### src/rtl/ibex_wb_queue_if.sv
// Handshake bundle between ID/EX + LSU (master side) and the writeback queue (slave side).
interface ibex_wb_queue_if #(
  parameter int Depth = 2
);
  localparam int CntW = $clog2(Depth + 1);

  logic            en_wb_i;
  logic [1:0]      instr_type_wb_i;
  logic [31:0]     pc_id_i;
  logic            instr_is_compressed_id_i;
  logic            instr_perf_count_id_i;
  logic [4:0]      rf_waddr_id_i;
  logic [31:0]     rf_wdata_id_i;
  logic            rf_we_id_i;
  logic            lsu_resp_valid_i;
  logic            lsu_resp_err_i;
  logic [31:0]     rf_wdata_lsu_i;
  logic [4:0]      rf_raddr_a_i;
  logic [4:0]      rf_raddr_b_i;
  logic            ready_wb_o;
  logic [CntW-1:0] occupancy_o;
  logic            rf_we_wb_o;
  logic [4:0]      rf_waddr_wb_o;
  logic [31:0]     rf_wdata_wb_o;
  logic            hazard_a_o;
  logic            hazard_b_o;
  logic            outstanding_load_wb_o;
  logic            outstanding_store_wb_o;
  logic            instr_done_wb_o;
  logic [31:0]     pc_wb_o;
  logic            perf_instr_ret_wb_o;
  logic            perf_instr_ret_compressed_wb_o;
  logic            resp_unexpected_o;

  modport master (
    output en_wb_i, instr_type_wb_i, pc_id_i, instr_is_compressed_id_i, instr_perf_count_id_i,
           rf_waddr_id_i, rf_wdata_id_i, rf_we_id_i, lsu_resp_valid_i, lsu_resp_err_i,
           rf_wdata_lsu_i, rf_raddr_a_i, rf_raddr_b_i,
    input  ready_wb_o, occupancy_o, rf_we_wb_o, rf_waddr_wb_o, rf_wdata_wb_o, hazard_a_o,
           hazard_b_o, outstanding_load_wb_o, outstanding_store_wb_o, instr_done_wb_o, pc_wb_o,
           perf_instr_ret_wb_o, perf_instr_ret_compressed_wb_o, resp_unexpected_o
  );

  modport slave (
    input  en_wb_i, instr_type_wb_i, pc_id_i, instr_is_compressed_id_i, instr_perf_count_id_i,
           rf_waddr_id_i, rf_wdata_id_i, rf_we_id_i, lsu_resp_valid_i, lsu_resp_err_i,
           rf_wdata_lsu_i, rf_raddr_a_i, rf_raddr_b_i,
    output ready_wb_o, occupancy_o, rf_we_wb_o, rf_waddr_wb_o, rf_wdata_wb_o, hazard_a_o,
           hazard_b_o, outstanding_load_wb_o, outstanding_store_wb_o, instr_done_wb_o, pc_wb_o,
           perf_instr_ret_wb_o, perf_instr_ret_compressed_wb_o, resp_unexpected_o
  );
endinterface

### src/rtl/ibex_wb_queue.sv
// In-order writeback queue: instructions retire from the head once their LSU response
// (if any) has been seen; responses bind to the oldest memory entry still waiting.
module ibex_wb_queue #(
  parameter int Depth    = 2,
  parameter bit ResetAll = 1'b0
) (
  input  logic           clk_i,
  input  logic           rst_i,
  ibex_wb_queue_if.slave wb
);
  localparam int PtrW = (Depth > 1) ? $clog2(Depth) : 1;
  localparam int CntW = $clog2(Depth + 1);
  localparam logic [PtrW-1:0] LastPtr   = PtrW'(Depth - 1);
  localparam logic [CntW-1:0] FullCnt   = CntW'(Depth);
  localparam logic [1:0]      TypeLoad  = 2'd0;
  localparam logic [1:0]      TypeStore = 2'd1;

  typedef struct packed {
    logic [1:0]  typ;
    logic [31:0] pc;
    logic        comp;
    logic        perf;
    logic        we;
    logic [4:0]  waddr;
    logic [31:0] wdata;
    logic        err;
  } entry_t;

  logic [Depth-1:0] valid_q, seen_q;
  logic [PtrW-1:0]  head_q, tail_q;
  logic [CntW-1:0]  count_q;
  entry_t           ent_q [Depth];
  entry_t           ent_d [Depth];

  logic            tgt_found, resp_hit, resp_head;
  logic [PtrW-1:0] tgt_idx, idx;
  logic            head_valid, head_is_mem, head_is_load, head_done, head_err, ready, enq;
  int              k;

  function automatic logic [PtrW-1:0] ptr_inc(input logic [PtrW-1:0] p);
    return (p == LastPtr) ? '0 : p + 1'b1;
  endfunction

  // Walk from youngest to oldest so the oldest waiting memory entry wins.
  always_comb begin
    tgt_found = 1'b0;
    tgt_idx   = '0;
    idx       = '0;
    k         = 0;
    for (int i = Depth - 1; i >= 0; i--) begin
      k = int'(head_q) + i;
      if (k >= Depth) k = k - Depth;
      idx = PtrW'(k);
      if (valid_q[idx] && !seen_q[idx] &&
          (ent_q[idx].typ == TypeLoad || ent_q[idx].typ == TypeStore)) begin
        tgt_found = 1'b1;
        tgt_idx   = idx;
      end
    end
  end

  assign resp_hit     = wb.lsu_resp_valid_i & tgt_found;
  assign resp_head    = resp_hit & (tgt_idx == head_q);
  assign head_valid   = valid_q[head_q];
  assign head_is_load = ent_q[head_q].typ == TypeLoad;
  assign head_is_mem  = head_is_load | (ent_q[head_q].typ == TypeStore);
  assign head_done    = head_valid & (~head_is_mem | seen_q[head_q] | resp_head);
  assign head_err     = seen_q[head_q] ? ent_q[head_q].err : (resp_head & wb.lsu_resp_err_i);
  assign ready        = (count_q < FullCnt) | head_done;
  assign enq          = wb.en_wb_i & ready;

  assign wb.ready_wb_o      = ready;
  assign wb.occupancy_o     = count_q;
  assign wb.instr_done_wb_o = head_done;
  assign wb.rf_we_wb_o      = head_done & (head_is_mem ? (head_is_load & ~head_err)
                                                       : ent_q[head_q].we);
  assign wb.rf_waddr_wb_o   = head_done ? ent_q[head_q].waddr : '0;
  // A load retiring in its response cycle forwards the LSU data straight through.
  assign wb.rf_wdata_wb_o   = !head_done ? '0 :
                              (head_is_load & resp_head) ? wb.rf_wdata_lsu_i : ent_q[head_q].wdata;
  assign wb.pc_wb_o                        = head_valid ? ent_q[head_q].pc : '0;
  assign wb.perf_instr_ret_wb_o            = head_done & ent_q[head_q].perf & ~head_err;
  assign wb.perf_instr_ret_compressed_wb_o = wb.perf_instr_ret_wb_o & ent_q[head_q].comp;
  assign wb.resp_unexpected_o              = wb.lsu_resp_valid_i & ~tgt_found & ~rst_i;

  always_comb begin
    wb.hazard_a_o             = 1'b0;
    wb.hazard_b_o             = 1'b0;
    wb.outstanding_load_wb_o  = 1'b0;
    wb.outstanding_store_wb_o = 1'b0;
    for (int i = 0; i < Depth; i++) begin
      if (valid_q[i]) begin
        if (ent_q[i].we || ent_q[i].typ == TypeLoad) begin
          if (wb.rf_raddr_a_i != 5'd0 && ent_q[i].waddr == wb.rf_raddr_a_i) wb.hazard_a_o = 1'b1;
          if (wb.rf_raddr_b_i != 5'd0 && ent_q[i].waddr == wb.rf_raddr_b_i) wb.hazard_b_o = 1'b1;
        end
        if (!seen_q[i] && ent_q[i].typ == TypeLoad)  wb.outstanding_load_wb_o  = 1'b1;
        if (!seen_q[i] && ent_q[i].typ == TypeStore) wb.outstanding_store_wb_o = 1'b1;
      end
    end
  end

  // Control state; enqueue is applied last so a full queue can refill the retiring slot.
  always_ff @(posedge clk_i or posedge rst_i) begin
    if (rst_i) begin
      valid_q <= '0;
      seen_q  <= '0;
      head_q  <= '0;
      tail_q  <= '0;
      count_q <= '0;
    end else begin
      if (resp_hit) seen_q[tgt_idx] <= 1'b1;
      if (head_done) begin
        valid_q[head_q] <= 1'b0;
        head_q          <= ptr_inc(head_q);
      end
      if (enq) begin
        valid_q[tail_q] <= 1'b1;
        seen_q[tail_q]  <= 1'b0;
        tail_q          <= ptr_inc(tail_q);
      end
      if (enq && !head_done)      count_q <= count_q + 1'b1;
      else if (!enq && head_done) count_q <= count_q - 1'b1;
    end
  end

  always_comb begin
    ent_d = ent_q;
    if (resp_hit) begin
      ent_d[tgt_idx].err = wb.lsu_resp_err_i;
      if (ent_q[tgt_idx].typ == TypeLoad) ent_d[tgt_idx].wdata = wb.rf_wdata_lsu_i;
    end
    if (enq) begin
      ent_d[tail_q] = '{typ: wb.instr_type_wb_i, pc: wb.pc_id_i,
                        comp: wb.instr_is_compressed_id_i, perf: wb.instr_perf_count_id_i,
                        we: wb.rf_we_id_i, waddr: wb.rf_waddr_id_i, wdata: wb.rf_wdata_id_i,
                        err: 1'b0};
    end
  end

  if (ResetAll) begin : g_payload_rst
    always_ff @(posedge clk_i or posedge rst_i) begin
      if (rst_i) begin
        for (int i = 0; i < Depth; i++) ent_q[i] <= '0;
      end else begin
        ent_q <= ent_d;
      end
    end
  end else begin : g_payload
    always_ff @(posedge clk_i) begin
      ent_q <= ent_d;
    end
  end
endmodule

### src/flat_wrapper.sv
// flat-port wrapper written by rule: the top's interface ports become plain ports
module ibex_wb_queue_flat 
#(
  parameter int Depth    = 2,
  parameter bit ResetAll = 1'b0
)
  (clk_i, rst_i, wb_en_wb_i, wb_instr_type_wb_i, wb_pc_id_i, wb_instr_is_compressed_id_i, wb_instr_perf_count_id_i, wb_rf_waddr_id_i, wb_rf_wdata_id_i, wb_rf_we_id_i, wb_lsu_resp_valid_i, wb_lsu_resp_err_i, wb_rf_wdata_lsu_i, wb_rf_raddr_a_i, wb_rf_raddr_b_i, wb_ready_wb_o, wb_occupancy_o, wb_rf_we_wb_o, wb_rf_waddr_wb_o, wb_rf_wdata_wb_o, wb_hazard_a_o, wb_hazard_b_o, wb_outstanding_load_wb_o, wb_outstanding_store_wb_o, wb_instr_done_wb_o, wb_pc_wb_o, wb_perf_instr_ret_wb_o, wb_perf_instr_ret_compressed_wb_o, wb_resp_unexpected_o);
  ibex_wb_queue_if #(.Depth(Depth)) wb_i ();
  input  logic clk_i;
  input  logic rst_i;
  input wire logic [$bits(wb_i.en_wb_i)-1:0] wb_en_wb_i;
  input wire logic [$bits(wb_i.instr_type_wb_i)-1:0] wb_instr_type_wb_i;
  input wire logic [$bits(wb_i.pc_id_i)-1:0] wb_pc_id_i;
  input wire logic [$bits(wb_i.instr_is_compressed_id_i)-1:0] wb_instr_is_compressed_id_i;
  input wire logic [$bits(wb_i.instr_perf_count_id_i)-1:0] wb_instr_perf_count_id_i;
  input wire logic [$bits(wb_i.rf_waddr_id_i)-1:0] wb_rf_waddr_id_i;
  input wire logic [$bits(wb_i.rf_wdata_id_i)-1:0] wb_rf_wdata_id_i;
  input wire logic [$bits(wb_i.rf_we_id_i)-1:0] wb_rf_we_id_i;
  input wire logic [$bits(wb_i.lsu_resp_valid_i)-1:0] wb_lsu_resp_valid_i;
  input wire logic [$bits(wb_i.lsu_resp_err_i)-1:0] wb_lsu_resp_err_i;
  input wire logic [$bits(wb_i.rf_wdata_lsu_i)-1:0] wb_rf_wdata_lsu_i;
  input wire logic [$bits(wb_i.rf_raddr_a_i)-1:0] wb_rf_raddr_a_i;
  input wire logic [$bits(wb_i.rf_raddr_b_i)-1:0] wb_rf_raddr_b_i;
  output wire logic [$bits(wb_i.ready_wb_o)-1:0] wb_ready_wb_o;
  output wire logic [$bits(wb_i.occupancy_o)-1:0] wb_occupancy_o;
  output wire logic [$bits(wb_i.rf_we_wb_o)-1:0] wb_rf_we_wb_o;
  output wire logic [$bits(wb_i.rf_waddr_wb_o)-1:0] wb_rf_waddr_wb_o;
  output wire logic [$bits(wb_i.rf_wdata_wb_o)-1:0] wb_rf_wdata_wb_o;
  output wire logic [$bits(wb_i.hazard_a_o)-1:0] wb_hazard_a_o;
  output wire logic [$bits(wb_i.hazard_b_o)-1:0] wb_hazard_b_o;
  output wire logic [$bits(wb_i.outstanding_load_wb_o)-1:0] wb_outstanding_load_wb_o;
  output wire logic [$bits(wb_i.outstanding_store_wb_o)-1:0] wb_outstanding_store_wb_o;
  output wire logic [$bits(wb_i.instr_done_wb_o)-1:0] wb_instr_done_wb_o;
  output wire logic [$bits(wb_i.pc_wb_o)-1:0] wb_pc_wb_o;
  output wire logic [$bits(wb_i.perf_instr_ret_wb_o)-1:0] wb_perf_instr_ret_wb_o;
  output wire logic [$bits(wb_i.perf_instr_ret_compressed_wb_o)-1:0] wb_perf_instr_ret_compressed_wb_o;
  output wire logic [$bits(wb_i.resp_unexpected_o)-1:0] wb_resp_unexpected_o;
  assign wb_i.en_wb_i = wb_en_wb_i;
  assign wb_i.instr_type_wb_i = wb_instr_type_wb_i;
  assign wb_i.pc_id_i = wb_pc_id_i;
  assign wb_i.instr_is_compressed_id_i = wb_instr_is_compressed_id_i;
  assign wb_i.instr_perf_count_id_i = wb_instr_perf_count_id_i;
  assign wb_i.rf_waddr_id_i = wb_rf_waddr_id_i;
  assign wb_i.rf_wdata_id_i = wb_rf_wdata_id_i;
  assign wb_i.rf_we_id_i = wb_rf_we_id_i;
  assign wb_i.lsu_resp_valid_i = wb_lsu_resp_valid_i;
  assign wb_i.lsu_resp_err_i = wb_lsu_resp_err_i;
  assign wb_i.rf_wdata_lsu_i = wb_rf_wdata_lsu_i;
  assign wb_i.rf_raddr_a_i = wb_rf_raddr_a_i;
  assign wb_i.rf_raddr_b_i = wb_rf_raddr_b_i;
  assign wb_ready_wb_o = wb_i.ready_wb_o;
  assign wb_occupancy_o = wb_i.occupancy_o;
  assign wb_rf_we_wb_o = wb_i.rf_we_wb_o;
  assign wb_rf_waddr_wb_o = wb_i.rf_waddr_wb_o;
  assign wb_rf_wdata_wb_o = wb_i.rf_wdata_wb_o;
  assign wb_hazard_a_o = wb_i.hazard_a_o;
  assign wb_hazard_b_o = wb_i.hazard_b_o;
  assign wb_outstanding_load_wb_o = wb_i.outstanding_load_wb_o;
  assign wb_outstanding_store_wb_o = wb_i.outstanding_store_wb_o;
  assign wb_instr_done_wb_o = wb_i.instr_done_wb_o;
  assign wb_pc_wb_o = wb_i.pc_wb_o;
  assign wb_perf_instr_ret_wb_o = wb_i.perf_instr_ret_wb_o;
  assign wb_perf_instr_ret_compressed_wb_o = wb_i.perf_instr_ret_compressed_wb_o;
  assign wb_resp_unexpected_o = wb_i.resp_unexpected_o;
  ibex_wb_queue #(.Depth(Depth), .ResetAll(ResetAll)) u_core (.clk_i(clk_i), .rst_i(rst_i), .wb(wb_i));
endmodule
### config.mk
export PLATFORM = sky130hd
export DESIGN_NAME = ibex_wb_queue_flat
export DESIGN_NICKNAME = d
export VERILOG_FILES = /design/src/rtl/ibex_wb_queue_if.sv /design/src/rtl/ibex_wb_queue.sv /design/src/flat_wrapper.sv
export SDC_FILE = /design/constraint.sdc
export NUM_CORES = 1
export LEC_CHECK = 0
export ABC_CLOCK_PERIOD_IN_PS = 2700
export BUFFER_PORTS_ARGS = -buffer_cell sky130_fd_sc_hd__clkbuf_2
export CORE_MARGIN = 2
export CORE_UTILIZATION = 40
export DETAILED_ROUTE_END_ITERATION = 8
export PLACE_DENSITY = 0.65
export SLEW_MARGIN = 30
export SYNTH_ARGS = -nofsm -noshare
export SYNTH_HDL_FRONTEND = slang
export SYNTH_SLANG_ARGS = --single-unit
### constraint.sdc
create_clock -name clk_i -period 2.7 [get_ports clk_i]
set_clock_uncertainty 0.2 [all_clocks]
set_input_delay 0.135 -clock clk_i [delete_from_list [all_inputs] [get_ports clk_i]]
set_output_delay 0.135 -clock clk_i [all_outputs]
set_load 0.03 [all_outputs]
# Word-level counts from Yosys, hierarchy flattened
# Cells that the tools add are included.
[word_totals]
ff_bits = 158
latch_bits = 0
ramBits = 0
romBits = 0
in_bits = 121
output_inout_bits = 81
wordCells = 208
n_memories = 0
[classes]
n_addsub = 7
n_mul = 0
n_div = 0
magnitude_cmp = 18
n_eq_ne = 10
shifts = 0
muxes = 82
bitwise = 32
reduce_logical = 38
[ops]
columns = ["op", "count"]
rows = [
  ["$mux 75", 13],
  ["$bwmux 150", 3],
  ["$mux 150", 3],
  ["$demux 75 s1", 3],
  ["$mux 32", 3],
  ["$mux 1", 46],
  ["$mux 33", 1],
  ["$eq 5x5->1", 4],
  ["$logic_and 1x1->1", 19],
  ["$and 1x1->1", 13],
  ["$ge 2x2->1 const B", 6],
  ["$logic_not 2->1", 6],
  ["$mux 2", 6],
  ["$eq 2x1->1 const B", 5],
  ["$lt 1x2->1 const B", 5],
  ["$not 1->2", 5],
  ["$reduce_bool 5->1", 2],
  ["$logic_not 1->1", 6],
  ["$mux 5", 1],
  ["$and 2x2->2", 2],
  ["$logic_or 1x1->1", 4],
  ["$lt 2x1->1 const B", 2],
  ["$not 1->1", 4],
  ["$not 2->2", 2],
  ["other kinds (13)", 23],
]

# Longest topological paths before layout
[logic_depth]
word_depth = 23
depth_mapped = 9
ltp_nobuf = 8

# Worst setup path before layout
# No wires, ideal clock.
[synth_path]
kind = "register to output"
start = "reg u_core.seen_q[0]"
end = "out wb_rf_wdata_wb_o[19]"
arrival_ns = 2.611
t_required_ns = 2.365
path_slack_ns = -0.246
path_stages_with_launch = 7
n_path_buf = 2
cell_sequence = "dfrtp_1 > clkbuf_1 > nor4_1 > nor3_1 > inv_1 > clkbuf_1 > nor3_1"
[synth_via]
elab_chain_len = 12
word_cells_on_any_way = 25
classes_between = "eq/ne (1); mux (12); bitwise (6); reduce/logical (6)"
[synth_rtl]
columns = ["item", "line_no", "text"]
rows = [
  ["start, declared", "ibex_wb_queue.sv:29", "logic [Depth-1:0] valid_q, seen_q;"],
  ["start signal, assigned", "ibex_wb_queue.sv:107", "seen_q <= '0;"],
  ["start signal, assigned by index", "ibex_wb_queue.sv:112", "if (resp_hit) seen_q[tgt_idx] <= 1'b1;"],
  ["start signal, assigned by index", "ibex_wb_queue.sv:119", "seen_q[tail_q] <= 1'b0;"],
  ["$mux 1 (not written as such) (2 in a row)", "ibex_wb_queue.sv:54", "if (valid_q[idx] && !seen_q[idx] &&"],
  ["$logic_not 1->1", "ibex_wb_queue.sv:54", ""],
  ["$logic_and 1x1->1 (2 in a row)", "ibex_wb_queue.sv:54", ""],
  ["$mux 1 (2 in a row)", "ibex_wb_queue.sv:54", ""],
  ["$and 1x1->1 or $eq 1x1->1 (tied branches)", "ibex_wb_queue.sv:62, ibex_wb_queue.sv:63", ""],
  ["$and 1x1->1", "ibex_wb_queue.sv:63", "assign resp_head = resp_hit & (tgt_idx == head_q);"],
  ["$or 1x1->1 *", "ibex_wb_queue.sv:67", "assign head_done = head_valid & (~head_is_mem | seen_q[head_q] | resp_head);"],
  ["$and 1x1->1 *", "ibex_wb_queue.sv:67", ""],
  ["via wb_instr_done_wb_o", "flat_wrapper.sv:33", "output wire logic [$bits(wb_i.instr_done_wb_o)-1:0] wb_instr_done_wb_o;"],
  ["$mux 32 *", "ibex_wb_queue.sv:79", "assign wb.rf_wdata_wb_o = !head_done ? '0 :"],
  ["end, declared", "flat_wrapper.sv:28", "output wire logic [$bits(wb_i.rf_wdata_wb_o)-1:0] wb_rf_wdata_wb_o;"],
]
# Mark *: on every way through the listed nets, which the timed path passes. The rest lies on a longest branch. The select of a mux whose other input is x is not followed.

# Final worst setup path
[layout_path]
start = "reg u_core.head_q"
end = "out wb_rf_wdata_wb_o[22]"
[layout_via]
elab_chain_len = 17
word_cells_on_any_way = 60
classes_between = "add/sub (3); order compare (2); eq/ne (4); mux (29); bitwise (11); reduce/logical (11)"
[layout_rtl]
columns = ["item", "line_no", "text"]
rows = [
  ["start, declared", "ibex_wb_queue.sv:30", "logic [PtrW-1:0] head_q, tail_q;"],
  ["start signal, assigned", "ibex_wb_queue.sv:115", "head_q <= ptr_inc(head_q);"],
  ["$add 1x1->2", "ibex_wb_queue.sv:51", "k = int'(head_q) + i;"],
  ["$ge 2x2->1 or $sub 1x1->1 (tied branches)", "ibex_wb_queue.sv:52", "if (k >= Depth) k = k - Depth;"],
  ["$mux 1", "ibex_wb_queue.sv:52", ""],
  ["$not 1->2 (not written as such)", "ibex_wb_queue.sv:55", "(ent_q[idx].typ == TypeLoad || ent_q[idx].typ == TypeStore)) begin"],
  ["$mux 75 (not written as such) (3 in a row)", "ibex_wb_queue.sv:55", ""],
  ["$eq 2x1->1 or $logic_not 2->1 (tied branches)", "ibex_wb_queue.sv:55", ""],
  ["$logic_or 1x1->1", "ibex_wb_queue.sv:55", ""],
  ["$logic_and 1x1->1", "ibex_wb_queue.sv:54", ""],
  ["$mux 1 (2 in a row)", "ibex_wb_queue.sv:54", ""],
  ["$and 1x1->1 or $eq 1x1->1 (tied branches)", "ibex_wb_queue.sv:62, ibex_wb_queue.sv:63", ""],
  ["$and 1x1->1", "ibex_wb_queue.sv:63", ""],
  ["$and 1x1->1 or $or 1x1->1 (tied branches)", "ibex_wb_queue.sv:80, ibex_wb_queue.sv:67", ""],
  ["$mux 32 or $and 1x1->1 (tied branches)", "ibex_wb_queue.sv:80, ibex_wb_queue.sv:67", ""],
  ["$mux 32 *", "ibex_wb_queue.sv:79", ""],
]
# Every way passes the cells marked *; elsewhere a longest branch is shown, timed or not. The select of a mux whose other input is x is not followed.

==> results.json <==
{
  "core_mm2": 0.0209,
  "gp_congestion": 0.769,
  "dpl-instance-area_mm2": 0.00980,
  "outcome": "complete, no violations",
  "setup_viol_count_final": 0,
  "synthCells": 739,
  "tritoncts": "yes",
  "hold_class": "input pin to async pin",
  "critPathCaptureType": "primary output",
  "die_y_um": 149,
  "nets": 1165,
  "grt_start_max_net_pins": 92,
  "arrival_ns": 2.36,
  "stdcell_area_mm2": 0.0118,
  "finalPower_mw": 13.6,
  "cp_max_fo": 9,
  "drive_gt1_share_pct": 38.5,
  "async_reset_ff_share_pct": 5.06,
  "path_class": "flip-flop to primary output",
  "initial_core_util_pct": 40.4,
  "maxCapViolCount": 0,
  "yosysWarnings": 0,
  "die_w_um": 149,
  "die-area_mm2": 0.0223,
  "rows": 53,
  "num_vias": 6765,
  "overflow": 0,
  "grt_pass1_vias": 6746,
  "worstPathRequired_ns": 2.37,
  "totalWireLength_um": 22400,
  "stdcell_count": 1332,
  "cts_max_level": 4,
  "ys_ff_latch": 158,
  "grt_pass1_wl_um": 34300,
  "root_buffer": "clkbuf_16",
  "max_freq_mhz": 371,
  "clock_sinks": 158,
  "fin_setup_tns_ns": 0,
  "yosysUniqueCellTypes": 50,
  "grt_setup_unrepaired": "yes",
  "reg2reg_from": "u_core.ent_q[149]",
  "layout_worst_path_cycle_share_pct": 99.7,
  "critPathLaunchType": "flip-flop",
  "p_per_area_mw_per_mm2": 1160,
  "gr-usage-all-layers_pct": 19.9,
  "synth_area_per_cell_um2": 11.4,
  "syn_to_final_growth_pct": 39.5,
  "synth.cell_area_mm2": 0.00844,
  "io_pins": 202,
  "ys.flop_type": "edfxtp_1",
  "drtAntennaViolNets": 0,
  "worst_slew_pin_slew_ns": 0.537,
  "peakVddDrop_mv": 0.531,
  "cts_max_path_buffers": 2,
  "synth_edf_count": 84,
  "drv_slew": 0,
  "drtIter0Drc": 280,
  "firstDrtPassIters": 4,
  "worstSetupStartpoint": "u_core.head_q",
  "drc": 0,
  "hold_violations": 0,
  "place_inst": 1177,
  "dp.final_hpwl_um": 13700,
  "whs_ns": 0.0301,
  "cts_made_buffers": 17,
  "ys_seq_area_share_pct": 47.9,
  "wl_per_cell_um": 16.8,
  "fin_crit_ns": 2.69,
  "io_buffers": 201,
  "relSlewSlack_pct": 64.1,
  "path_clk_slew_ns": 0.06,
  "antenna_found_initial": 1,
  "syn_nets": 861,
  "p_leak_nw": 4.76,
  "insertion_delay_ns": 0.42,
  "vias_per_cell": 5.08
}
-- worst paths after layout --
kind                                       endpoint  slack [ns]  cells past startpoint
hold reg to reg            u_core.wb.occupancy_o[0]        0.31                      1
setup / recovery               wb_rf_wdata_wb_o[22]       0.007                      7
setup reg to reg                    u_core.ent_q[7]        0.02                      7
min in group clk_i                 u_core.seen_q[0]        0.21                      4
hold / removal                     u_core.seen_q[0]        0.03                      3
max in group asynchronous             u_core.head_q        1.97                      3
-- per-stage QoR --
stage / util [%] / setup WS [ns]
after global routing: 56.4 / -0.0884
after detailed placement: 46.9 / 0.142
after global placement: 46.9 / 0.185
after CTS: 56.0 / -0.0540
final: 56.4 / 0.00706
after floorplan: - / 0.00267
-- critical path, stage by stage (launching register included) --
cell and delay [ns]:
dfrtp_4 0.53, nor4b_4 0.27, buf_4 0.18, o2bb2ai_4 0.17, buf_4 0.22, a221oi_1 0.10
nor3_1 0.22, clkbuf_4 0.24
-- cell usage after synthesis (all sizes together) (14+ instances only) --
cell type | count | area (um2)
and2 | 84 | 526
xnor2 | 14 | 123
nor2 | 47 | 176
nor2b | 33 | 206
mux2 | 128 | 1440
buf | 32 | 244
a221oi | 32 | 280
clkbuf | 28 | 105
mux2i | 42 | 420
nor3 | 65 | 325
dfxtp | 66 | 1320
edfxtp | 84 | 2520
-- cells in the final DEF (no fill, tap or decap), types with 4 or more instances in the layout --
cell type | netlist | layout
dfxtp_1 | 66 | 66
a221oi_1 | 32 | 32
inv_1 | 6 | 5
a21oi_1 | 6 | 6
clkbuf_2 | 0 | 172
buf_4 | 7 | 43
edfxtp_1 | 84 | 84
mux2i_1 | 42 | 41
nor2_1 | 47 | 46
dlygate4sd3_1 | 0 | 109
nand2_1 | 4 | 4
nor3_2 | 0 | 4
xor2_1 | 10 | 10
nor3_1 | 65 | 60
buf_12 | 0 | 10
and2_1 | 84 | 84
clkbuf_16 | 0 | 18
nor2b_1 | 33 | 33
mux2_2 | 118 | 118
mux2_1 | 10 | 10
nand3_1 | 7 | 7
xnor2_1 | 14 | 14
o21ai_0 | 4 | 4
clkinvlp_4 | 0 | 5
nor4_1 | 6 | 6
dfrtp_1 | 8 | 5
-- state kept, by name, summed over array words and instances, names as in the netlist --
name                   cells
u_core.ent_q             150
u_core.head_q              1
u_core.seen_q              2
u_core.tail_q              1
u_core.valid_q             2
u_core.wb.occupancy_o      2
-- timing repair --
action,CTS,global route
setup buffers,8,2
setup endpoints to repair,34,33
hold buffers,109,0
cloned,2,1
pin swaps,6,6
gates resized for setup,32,41
endpoints found under the hold margin,160,0
-- routing by layer --
layer / part of all wire, % / routed length (um) / track usage, %
met2: 51 / 11500 / 34.5
met4: 2.1 / 475 / 8.29
met5: 0 / 0 / 0
met1: 42 / 9320 / 24.2
met3: 4.8 / 1070 / 3.98
-- power by group --
group / switching [mW] / internal, mW
clock: 0.986 / 1.36
sequential: 0.502 / 3.65
combinational: 3.98 / 3.16
-- cell type report --
| class | count | area, um2 |
|---|---|---|
| inverters | 7 | 28.8 |
| well taps | 275 | 344 |
| repair buffers | 345 | 2620 |
| multi-input cells | 514 | 4170 |
| clock inverters | 13 | 140 |
| diodes | 1 | 2.50 |
| flip-flops and latches | 158 | 4050 |
| fillers | 1778 | 9110 |
| clock buffers | 19 | 433 |
-- cell families after synthesis --
kind of cell	count (synthesis)	synth area share, %
AND/OR/NAND/NOR	260	17.4
multiplexers	170	22.1
flip-flops	158	47.9
buffers and inverters	67	4.45
AO/OA/AOI/OAI	59	5.57
XOR/XNOR	24	2.49
adder cells (fa/ha/maj)	1	0.148
No activity file was read; power rests on OpenSTA's default activity.
